==> config.mk <==
export PLATFORM = sky130hd
export DESIGN_NAME = i2s_tx_ctrl
export DESIGN_NICKNAME = d
export VERILOG_FILES = /design/src/rtl/i2s_pkg.sv /design/src/rtl/i2s_sample_fifo.sv /design/src/rtl/i2s_tx_ctrl.sv
export SDC_FILE = /design/constraint.sdc
export NUM_CORES = 1
export LEC_CHECK = 0
export BUFFER_PORTS_ARGS = -buffer_cell sky130_fd_sc_hd__buf_2
export CAP_MARGIN = 40
export CORE_UTILIZATION = 25
export CTS_BUF_LIST = sky130_fd_sc_hd__clkbuf_8 sky130_fd_sc_hd__clkbuf_16
export DETAILED_ROUTE_END_ITERATION = 8
export SLEW_MARGIN = 0
export SYNTH_ARGS = -nofsm -noshare
export SYNTH_HDL_FRONTEND = slang
export SYNTH_SLANG_ARGS = --single-unit
export TNS_END_PERCENT = 100
==> constraint.sdc <==
create_clock -name clk -period 18.35 [get_ports clk]
set_input_delay 2.7525 -clock clk [delete_from_list [all_inputs] [get_ports clk]]
set_output_delay 2.7525 -clock clk [all_outputs]
set_load 0.02 [all_outputs]
==> src/rtl/i2s_pkg.sv <==
// Shared constants for the I2S transmit controller: register map,
// CTRL/STATUS bit positions and the default channel width.
package i2s_pkg;

   localparam logic [1:0] ADDR_CTRL   = 2'd0;
   localparam logic [1:0] ADDR_STATUS = 2'd1;
   localparam logic [1:0] ADDR_DATA   = 2'd2;
   localparam logic [1:0] ADDR_CLKDIV = 2'd3;

   localparam int CTRL_EN_BIT    = 0;
   localparam int CTRL_FLUSH_BIT = 1;
   localparam int CTRL_THR_LSB   = 8;

   localparam int ST_FULL_BIT     = 8;
   localparam int ST_EMPTY_BIT    = 9;
   localparam int ST_UNDERRUN_BIT = 10;
   localparam int ST_OVERFLOW_BIT = 11;

   localparam int SAMPLE_W_DEF = 16;

endpackage

==> src/rtl/i2s_sample_fifo.sv <==
// Synchronous sample FIFO with push, pop, flush, full/empty and level.
// Ports: clk_i, rst_ni, push_i/wdata_i, pop_i/rdata_o, flush_i, full_o, empty_o, level_o.
module i2s_sample_fifo #(
   parameter int DEPTH = 8,
   parameter int WIDTH = 32,
   parameter int LW    = $clog2(DEPTH) + 1
) (
   input  logic             clk_i,
   input  logic             rst_ni,
   input  logic             push_i,
   input  logic [WIDTH-1:0] wdata_i,
   input  logic             pop_i,
   input  logic             flush_i,
   output logic [WIDTH-1:0] rdata_o,
   output logic             full_o,
   output logic             empty_o,
   output logic [LW-1:0]    level_o
);

   localparam int AW = $clog2(DEPTH);

   logic [WIDTH-1:0] mem_q [DEPTH];
   logic [AW-1:0]    wr_ptr_q, rd_ptr_q;
   logic [LW-1:0]    cnt_q, cnt_d;
   logic             do_push, do_pop;

   assign full_o  = (cnt_q == LW'(DEPTH));
   assign empty_o = (cnt_q == '0);
   assign level_o = cnt_q;
   assign rdata_o = mem_q[rd_ptr_q];

   // A push into a full FIFO is legal when a pop frees the slot this cycle.
   assign do_pop  = pop_i & ~empty_o;
   assign do_push = push_i & (~full_o | do_pop);

   always_comb begin
      cnt_d = cnt_q;
      if (flush_i)
         cnt_d = '0;
      else if (do_push & ~do_pop)
         cnt_d = cnt_q + 1'b1;
      else if (do_pop & ~do_push)
         cnt_d = cnt_q - 1'b1;
   end

   always_ff @(posedge clk_i or negedge rst_ni) begin
      if (!rst_ni) begin
         cnt_q    <= '0;
         wr_ptr_q <= '0;
         rd_ptr_q <= '0;
      end else begin
         cnt_q <= cnt_d;
         if (flush_i) begin
            wr_ptr_q <= '0;
            rd_ptr_q <= '0;
         end else begin
            if (do_push) wr_ptr_q <= wr_ptr_q + 1'b1;
            if (do_pop)  rd_ptr_q <= rd_ptr_q + 1'b1;
         end
      end
   end

   always_ff @(posedge clk_i) begin
      if (do_push & ~flush_i)
         mem_q[wr_ptr_q] <= wdata_i;
   end

endmodule

==> src/rtl/i2s_tx_ctrl.sv <==
// Avalon-MM I2S transmitter: register file, sample FIFO, BCLK divider and
// MSB-first serializer with one-BCLK data delay. Ports: avs_s0_* slave,
// i2s_bclk/i2s_lrclk/i2s_sdata codec pins; irq only with I2S_TX_IRQ_EN.
module i2s_tx_ctrl
   import i2s_pkg::*;
#(
   parameter int FIFO_DEPTH = 8,
   parameter int SAMPLE_W   = SAMPLE_W_DEF,
   parameter int DIV_W      = 8
) (
   input  logic        clk,
   input  logic        reset_n,
   input  logic [1:0]  avs_s0_address,
   input  logic        avs_s0_read,
   input  logic        avs_s0_write,
   output logic        avs_s0_waitrequest,
   output logic [31:0] avs_s0_readdata,
   input  logic [31:0] avs_s0_writedata,
   output logic        i2s_bclk,
   output logic        i2s_lrclk,
   output logic        i2s_sdata
`ifdef I2S_TX_IRQ_EN
   ,
   output logic        irq
`endif
);

   localparam int FW = 2 * SAMPLE_W;
   localparam int BW = $clog2(FW);
   localparam int LW = $clog2(FIFO_DEPTH) + 1;

   logic             en_q, en_d;
   logic [DIV_W-1:0] clkdiv_q, div_act_q, divcnt_q;
   logic             bclk_q;
   logic [BW-1:0]    bitcnt_q;
   logic [FW-1:0]    shift_q;
   logic             underrun_q, overflow_q, rd_pend_q;
   logic [31:0]      rdata_q, rd_mux;
   logic             wr_ctrl, wr_status, wr_data, wr_clkdiv, flush;
   logic             run, tick, fall, wrap, pop, push, stall, ovf_set;
   logic             rd_first, full, empty;
   logic [LW-1:0]    level;
   logic [FW-1:0]    head;
`ifdef I2S_TX_IRQ_EN
   logic [7:0]       thresh_q;
   logic             irq_q;
`endif

   assign wr_ctrl   = avs_s0_write & (avs_s0_address == ADDR_CTRL);
   assign wr_status = avs_s0_write & (avs_s0_address == ADDR_STATUS);
   assign wr_data   = avs_s0_write & (avs_s0_address == ADDR_DATA);
   assign wr_clkdiv = avs_s0_write & (avs_s0_address == ADDR_CLKDIV);

   assign en_d  = wr_ctrl ? avs_s0_writedata[CTRL_EN_BIT] : en_q;
   assign flush = wr_ctrl & avs_s0_writedata[CTRL_FLUSH_BIT];

   // Stream stops the same cycle enable is cleared so pins idle next cycle.
   assign run  = en_q & en_d;
   assign tick = run & (divcnt_q == div_act_q);
   assign fall = tick & bclk_q;
   assign wrap = fall & (bitcnt_q == BW'(FW - 1));
   assign pop  = wrap & ~empty;

   // Full + enabled: hold the master until the frame-start pop frees a slot.
   assign stall   = wr_data & full & en_q & ~pop;
   assign push    = wr_data & (~full | pop);
   assign ovf_set = wr_data & full & ~en_q;

   assign rd_first           = avs_s0_read & ~rd_pend_q;
   assign avs_s0_waitrequest = rd_first | stall;
   assign avs_s0_readdata    = rdata_q;

   assign i2s_bclk  = bclk_q;
   assign i2s_sdata = shift_q[FW-1];
   assign i2s_lrclk = (bitcnt_q >= BW'(SAMPLE_W - 1)) &
                      (bitcnt_q <= BW'(FW - 2));

   i2s_sample_fifo #(
      .DEPTH (FIFO_DEPTH),
      .WIDTH (FW),
      .LW    (LW)
   ) u_fifo (
      .clk_i   (clk),
      .rst_ni  (reset_n),
      .push_i  (push),
      .wdata_i (avs_s0_writedata[FW-1:0]),
      .pop_i   (pop),
      .flush_i (flush),
      .rdata_o (head),
      .full_o  (full),
      .empty_o (empty),
      .level_o (level)
   );

   always_comb begin
      rd_mux = '0;
      case (avs_s0_address)
         ADDR_CTRL: begin
            rd_mux[CTRL_EN_BIT] = en_q;
`ifdef I2S_TX_IRQ_EN
            rd_mux[CTRL_THR_LSB +: 8] = thresh_q;
`endif
         end
         ADDR_STATUS: begin
            rd_mux[7:0]             = 8'(level);
            rd_mux[ST_FULL_BIT]     = full;
            rd_mux[ST_EMPTY_BIT]    = empty;
            rd_mux[ST_UNDERRUN_BIT] = underrun_q;
            rd_mux[ST_OVERFLOW_BIT] = overflow_q;
         end
         ADDR_CLKDIV: rd_mux[DIV_W-1:0] = clkdiv_q;
         default:     rd_mux = '0;
      endcase
   end

   always_ff @(posedge clk or negedge reset_n) begin
      if (!reset_n) begin
         en_q       <= 1'b0;
         clkdiv_q   <= '0;
         underrun_q <= 1'b0;
         overflow_q <= 1'b0;
         rd_pend_q  <= 1'b0;
         rdata_q    <= '0;
      end else begin
         en_q      <= en_d;
         rd_pend_q <= rd_first;
         if (rd_first)
            rdata_q <= rd_mux;
         if (wr_clkdiv)
            clkdiv_q <= avs_s0_writedata[DIV_W-1:0];
         if (wrap & empty)
            underrun_q <= 1'b1;
         else if (wr_status & avs_s0_writedata[ST_UNDERRUN_BIT])
            underrun_q <= 1'b0;
         if (ovf_set)
            overflow_q <= 1'b1;
         else if (wr_status & avs_s0_writedata[ST_OVERFLOW_BIT])
            overflow_q <= 1'b0;
      end
   end

   // Divider and serializer. A new CLKDIV is sampled only at a divcnt wrap.
   always_ff @(posedge clk or negedge reset_n) begin
      if (!reset_n) begin
         divcnt_q  <= '0;
         div_act_q <= '0;
         bclk_q    <= 1'b0;
         bitcnt_q  <= BW'(FW - 1);
         shift_q   <= '0;
      end else if (!run) begin
         divcnt_q  <= '0;
         div_act_q <= clkdiv_q;
         bclk_q    <= 1'b0;
         bitcnt_q  <= BW'(FW - 1);
         shift_q   <= '0;
      end else if (tick) begin
         divcnt_q  <= '0;
         div_act_q <= clkdiv_q;
         bclk_q    <= ~bclk_q;
         if (fall) begin
            bitcnt_q <= wrap ? '0 : bitcnt_q + 1'b1;
            if (wrap)
               shift_q <= empty ? '0 : head;
            else
               shift_q <= {shift_q[FW-2:0], 1'b0};
         end
      end else begin
         divcnt_q <= divcnt_q + 1'b1;
      end
   end

`ifdef I2S_TX_IRQ_EN
   always_ff @(posedge clk or negedge reset_n) begin
      if (!reset_n) begin
         thresh_q <= '0;
         irq_q    <= 1'b0;
      end else begin
         if (wr_ctrl)
            thresh_q <= avs_s0_writedata[CTRL_THR_LSB +: 8];
         irq_q <= (en_q & (8'(level) <= thresh_q)) | underrun_q | overflow_q;
      end
   end

   assign irq = irq_q;
`endif

endmodule

# [After elaboration in Yosys (flattened, before gate mapping)]
# Memory sizes are Yosys's and may differ from the RTL's.
# Cells that the tools add are included.
[word_totals] latch_bits=0 register_bits=88 input_bits=38 mem_bits_ro=0 wordCells=108 out_inout_bits=36 memories=1 ram_bits=256
[memory_table] memory="u_fifo.mem_q" words=8 word_bits=32 rd=1 rd_clocked_by_memory_dff=0 write_ports=1 line="i2s_sample_fifo.sv:22" source="logic [WIDTH-1:0] mem_q [DEPTH];"
[op_classes] n_mul=0 shifts=0 bitwise_logic=37 div_mod_pow=0 n_mux=32 reduce_logical=8 eq_ne=8 magnitude_cmp=2 n_addsub=6
[ops] op="$mux W32" n=5
[ops] op="$mux W8" n=4
[ops] op="$and A1 B1 Y1" n=25
[ops] op="$mux W5" n=4
[ops] op="$mux W4" n=4
[ops] op="$pmux W7 S2" n=1
[ops] op="$mux W3" n=4
[ops] op="$mux W1" n=9
[ops] op="$not A1 Y1" n=9
[ops] op="$add A8 B1 Y8 const B" n=1
[ops] op="$eq A8 B8 Y1" n=1
[ops] op="$reduce_bool A2 Y1" n=4
[ops] op="$add A3 B1 Y3 const B" n=2
[ops] op="$add A5 B1 Y5 const B" n=1
[ops] op="$eq A5 B5 Y1 const B" n=1
[ops] op="$ge A5 B4 Y1 const B" n=1
[ops] op="$le A5 B5 Y1 const B" n=1
[ops] op="$add A4 B1 Y4 const B" n=1
[ops] op="$eq A2 B2 Y1 const B" n=2
[ops] op="$eq A4 B4 Y1 const B" n=1
[ops] op="$logic_not A4 Y1" n=1
[ops] op="$ne A2 B1 Y1 const B" n=2
[ops] op="$sub A4 B1 Y4 const B" n=1
[ops] op="$or A1 B1 Y1" n=3
[ops] op="5 further kinds" n=5

# [Depth between registers and ports, before layout]
[logic_depth] ltp_word=16 mapped_depth=14

# [Modules after synthesis]
# From an unflattened synthesis, not the netlist that was laid out.
[hier_totals] cells_unflattened=792 area_unflattened_um2=14337.5
[modules_own_cells] module="i2s_sample_fifo" n_inst=1 area_each_um2=10278.6 seq_area_each_um2=7937.6 cells_each=444
[modules_own_cells] module="i2s_tx_ctrl" n_inst=1 area_each_um2=4058.9 seq_area_each_um2=1958.1 cells_each=348

# [Worst setup path before layout]
# OpenSTA, ideal clock, no wires.
[synth_path] path_type="input to register" start="input port avs_s0_write" end="memory u_fifo.mem_q[2][0], enable pin" arrival_time_ns=6.969 path_slack_ns=10.868 cell_stages=5 setup_time_ns=0.513 required_ns=17.837 path_cell_list="or4b_4 > nand3_1 > nor4_2 > o21ai_1 > nor4b_1"
[synth_between] elab_chain_len=13 word_cells_on_any_way=18
[synth_lines] item="start, declared" line="i2s_tx_ctrl.sv:15" source="input logic avs_s0_write,"
[synth_lines] item="$and A1 B1 Y1" line="i2s_tx_ctrl.sv:49" source="assign wr_ctrl = avs_s0_write & (avs_s0_address == ADDR_CTRL);"
[synth_lines] item="$mux W1" line="i2s_tx_ctrl.sv:54" source="assign en_d = wr_ctrl ? avs_s0_writedata[CTRL_EN_BIT] : en_q;"
[synth_lines] item="$and A1 B1 Y1" line="i2s_tx_ctrl.sv:58" source="assign run = en_q & en_d;"
[synth_lines] item="$and A1 B1 Y1" line="i2s_tx_ctrl.sv:59" source="assign tick = run & (divcnt_q == div_act_q);"
[synth_lines] item="$and A1 B1 Y1" line="i2s_tx_ctrl.sv:60" source="assign fall = tick & bclk_q;"
[synth_lines] item="$and A1 B1 Y1" line="i2s_tx_ctrl.sv:61" source="assign wrap = fall & (bitcnt_q == BW'(FW - 1));"
[synth_lines] item="$and A1 B1 Y1" line="i2s_tx_ctrl.sv:62" source="assign pop = wrap & ~empty;"
[synth_lines] item="$or A1 B1 Y1 or $and A1 B1 Y1 (tied branches)" line="i2s_tx_ctrl.sv:66, i2s_sample_fifo.sv:33"
[synth_lines] item="$and A1 B1 Y1 or $or A1 B1 Y1 (tied branches)" line="i2s_tx_ctrl.sv:66, i2s_sample_fifo.sv:34"
[synth_lines] item="$and A1 B1 Y1" line="i2s_sample_fifo.sv:34" source="assign do_push = push_i & (~full_o | do_pop);"
[synth_lines] item="$and A1 B1 Y1 (*)" line="i2s_sample_fifo.sv:64" source="if (do_push & ~flush_i)"
[synth_lines] item="$mux W1 (*)" line="i2s_sample_fifo.sv:64"
[synth_lines] item="$mux W1 (not written as such) (*)" line="i2s_sample_fifo.sv:65" source="mem_q[wr_ptr_q] <= wdata_i;"
[synth_lines] item="end, declared" line="i2s_sample_fifo.sv:22"
# Mark *: on every way between the ends. The rest lies on a longest branch, timed or not.

# [Worst setup path after layout]
[layout_path] start="input port avs_s0_writedata[0]" end="output port avs_s0_waitrequest"
[layout_between] elab_chain_len=9
[layout_lines] item="start, declared" line="i2s_tx_ctrl.sv:18" source="input logic [31:0] avs_s0_writedata,"
[layout_lines] item="$mux W1" line="i2s_tx_ctrl.sv:54"
[layout_lines] item="$and A1 B1 Y1" line="i2s_tx_ctrl.sv:58"
[layout_lines] item="$and A1 B1 Y1" line="i2s_tx_ctrl.sv:59"
[layout_lines] item="$and A1 B1 Y1" line="i2s_tx_ctrl.sv:60"
[layout_lines] item="$and A1 B1 Y1" line="i2s_tx_ctrl.sv:61"
[layout_lines] item="$and A1 B1 Y1" line="i2s_tx_ctrl.sv:62"
[layout_lines] item="$not A1 Y1" line="i2s_tx_ctrl.sv:65" source="assign stall = wr_data & full & en_q & ~pop;"
[layout_lines] item="$and A1 B1 Y1" line="i2s_tx_ctrl.sv:65"
[layout_lines] item="$or A1 B1 Y1" line="i2s_tx_ctrl.sv:70" source="assign avs_s0_waitrequest = rd_first | stall;"
[layout_lines] item="end, declared" line="i2s_tx_ctrl.sv:16" source="output logic avs_s0_waitrequest,"
# Every way passes these cells.

==> flow_metrics.py <==
metrics = {
    "clock_network": {
        "clk_latency_ps": 530,
        "cts_buffers": 35,
        "hold_buffers": 0,
        "cts.sinks": 344,
        "clock-root-buffer": "clkbuf_16",
        "cts_resized": 0,
        "path_clk_slew_ps": 60,
        "clk_path_buf_depth": 3,
        "h-tree-depth": 2,
        "cts_setup_buffers": 0,
        "cts_tree": "built",
    },
    "setup_path": {
        "path_common_cell": "buf_2",
        "max_stage_delay_ps": 610,
        "crit_path_end_kind": "output port",
        "cp_cell_sequence": "buf_2 > or4b_4 > nand2_4 > nor4_4 > o21ai_0 > buf_2",
        "crit_family": "simple AND/OR/NAND/NOR gates",
        "required_ps": 15600,
        "path_buf_inv": 2,
        "critPathSlowestCell": "or4b_4",
        "arrival_ps": 4200,
        "criticalPathCategory": "in -> out",
        "cp_max_fo": 11,
        "startpoint_type": "input port",
    },
    "timing": {
        "period_minus_slack_ps": 6950,
        "hold_viol_final": 0,
        "finalWorstSetupSlack_ps": 11400,
        "rsz0062_at_grt": "no",
        "finClkSkew_ps": 21.0,
        "drv_slew": 0,
        "fin_setup_tns_ps": 0,
        "whs_ps": 495,
        "fmax_mhz": 144,
        "max_slew.worst_pin.slew_ps": 825,
        "slew_headroom_pct": 44.8,
        "setup_viol": 0,
        "timing.final.crit_share_pct": 37.9,
    },
    "yosys": {
        "synth-edff-count": 256,
        "syn_area_per_cell_um2": 18.5,
        "synth_top_family_by_area": "multiplexers",
        "syn_inst": 767,
        "synth_xor_area_share_pct": 1.49,
        "yosysUniqueCellTypes": 59,
        "synth_flop_cell": "edfxtp_1",
        "yosys.area.top_type": "edfxtp_1",
        "netlist_area_um2": 14200,
        "synthAdderAreaFrac_pct": 0.936,
        "yosys.area_share.simple_pct": 4.02,
        "ys_seq_area_share_pct": 69.8,
        "ys_ff_latch": 344,
        "yosys-top-cells-area": "edfxtp_1 (54%), dfrtp_1 (15%), mux4_2 (10%)",
        "yosysWarningCount": 0,
        "synth_top_area_share_pct": 54.2,
        "synth_compound_area_share_pct": 6.88,
        "async_flop_share_pct": 25.6,
        "synth.area.mux_share_pct": 14.1,
    },
    "routing": {
        "drt-initial-drc-count": 465,
        "wire_per_inst_um": 17.9,
        "vias": 7082,
        "postRouteAntennaNets": 0,
        "wl_um": 28800,
        "route.detailed.drc": 0,
        "vias_per_cell": 4.40,
        "dr.pass1.iters": 5,
    },
    "placement": {
        "dp_hpwl_um": 17200,
        "gp_congestion": 0.750,
        "place_inst": 1545,
        "place_ws_ps": 11360,
        "io_buffer_count": 53,
        "placed_cell_area_um2": 15300,
    },
    "cells_and_area": {
        "seq_area_um2": 9900,
        "mostFrequentLayoutCells": "edfxtp_1 (256), dfrtp_1 (80), mux4_2 (64)",
        "finalInstanceArea_um2": 16500,
        "syn_to_final_growth_pct": 16.3,
        "nFillCells": 5434,
        "multi_input_area_um2": 4020,
        "drive_gt1_share_pct": 30.1,
        "nets": 882,
        "antennaDiodeCount": 0,
        "instances_no_fill": 1609,
        "final_common_cell": "edfxtp_1",
        "final_util_pct": 29.7,
    },
    "global_route": {
        "grt-ovfl-total": 0,
        "grt_pass1_wl_um": 45500,
        "grt_pass1_vias": 7620,
        "grt_start_max_net_pins": 52,
        "antenna_found_initial": 5,
        "track_usage_pct": 10.3,
    },
    "power": {
        "finalPower_mw": 1.76,
        "p_leak_nw": 5.61,
        "clockPowerShare_pct": 39.6,
        "combPwrFrac_pct": 8.5,
        "pwr-share-seq_pct": 51.9,
        "p_per_area_nw_per_um2": 107,
        "p_sw_share_pct": 23.6,
        "p_sw_mw": 0.415,
        "p_int_mw": 1.34,
        "ir_drop_v": 0.0000546,
    },
    "floorplan": {
        "start_util_pct": 25.5,
        "die_w_um": 240,
        "boundaryPins": 74,
        "die_h_um": 240,
        "core_area_um2": 55500,
        "dieArea_um2": 57600,
        "num_rows": 86,
    },
    "hold_path": {
        "min-delay-path-class": "reg -> reg",
    },
    "job": {
        "maxCapViolations": 0,
    },
    "status": {
        "outcome": "complete, no violations",
    },
}
cells by family after synthesis:
family,count (synthesis)
flops,344
mux,117
compound gates,105
simple gates,98
buf+inv,73
xor+xnor,19
fa+ha+maj,10
other cells,1
cell usage after synthesis, drive strengths merged, types with 4 or more instances:
| library cell | instances |
|---|---|
| o211ai | 4 |
| nand2 | 20 |
| edfxtp | 256 |
| xnor2 | 12 |
| mux2i | 36 |
| a21oi | 6 |
| o2bb2ai | 31 |
| a22o | 39 |
| clkbuf | 25 |
| mux2 | 17 |
| nor3 | 8 |
| nand3 | 16 |
| dfrtp | 83 |
| nor2 | 19 |
| buf | 38 |
| or4 | 4 |
| inv | 10 |
| dfstp | 5 |
| nor4 | 5 |
| o21ai | 11 |
| mux4 | 64 |
| and3 | 5 |
| nor3b | 4 |
| xor2 | 7 |
| nand4 | 6 |
| ha | 9 |
| o31ai | 5 |
flip-flops by register name (all words and copies together) (netlist names):
signal	cells
u_fifo.mem_q	256
bitcnt_q	5
divcnt_q	8
clkdiv_q	8
div_act_q	8
u_fifo.wr_ptr_q	3
en_q	1
avs_s0_readdata	12
underrun_q	1
u_fifo.level_o	4
overflow_q	1
shift_q	32
i2s_bclk	1
rd_pend_q	1
u_fifo.rd_ptr_q	3
tightest hold or removal path: stages (launching register included):
cell	delay, ps
dfrtp_1	350
nand2_1	50
o21ai_0	60
metal layers:
layer  vias up  track usage (%)  part of all wire, %
met5         -                0                 0.17
met4        10             3.45                  2.6
met3        52             2.04                  4.3
met2       123             17.8                   51
met1      3710             12.8                   42
li1       3187                -                    -
power groups by stage:
| stage | Clock (mW) | Sequential [mW] | Combinational [mW] |
|---|---|---|---|
| finish | 0.695 | 0.912 | 0.149 |
| floorplan | 0 | 0.919 | 0.106 |
| global placement | 0 | 0.927 | 0.146 |
| CTS | 0.712 | 0.913 | 0.152 |
| detailed placement | 0 | 0.928 | 0.151 |
| global route | 0.739 | 0.917 | 0.164 |
final cells by class:
class | count | share of cell area (%)
multi-input combinational | 369 | 24.4
clock buffer | 41 | 5.82
timing repair buffer | 74 | 2.78
sequential | 344 | 60.1
tap | 748 | 5.68
clock inverter | 23 | 1.04
inverter | 10 | 0.228
worst paths after layout:
path / start / to / slack, ps / depth (start not counted)
setup / recovery: avs_s0_writedata[0] / avs_s0_waitrequest / 11400 / 6
hold / removal: avs_s0_readdata[0] / avs_s0_readdata[0] / 490 / 2
setup reg to reg: bitcnt_q[1] / u_fifo.level_o[3] / 14090 / 13
hold reg to reg: avs_s0_readdata[0] / avs_s0_readdata[0] / 490 / 2
max in group asynchronous: reset_n / u_fifo.rd_ptr_q[0] / 15000 / 2
min in group asynchronous: reset_n / clkdiv_q[4] / 2200 / 1
Note: power is estimated with default switching activity, not from simulation.
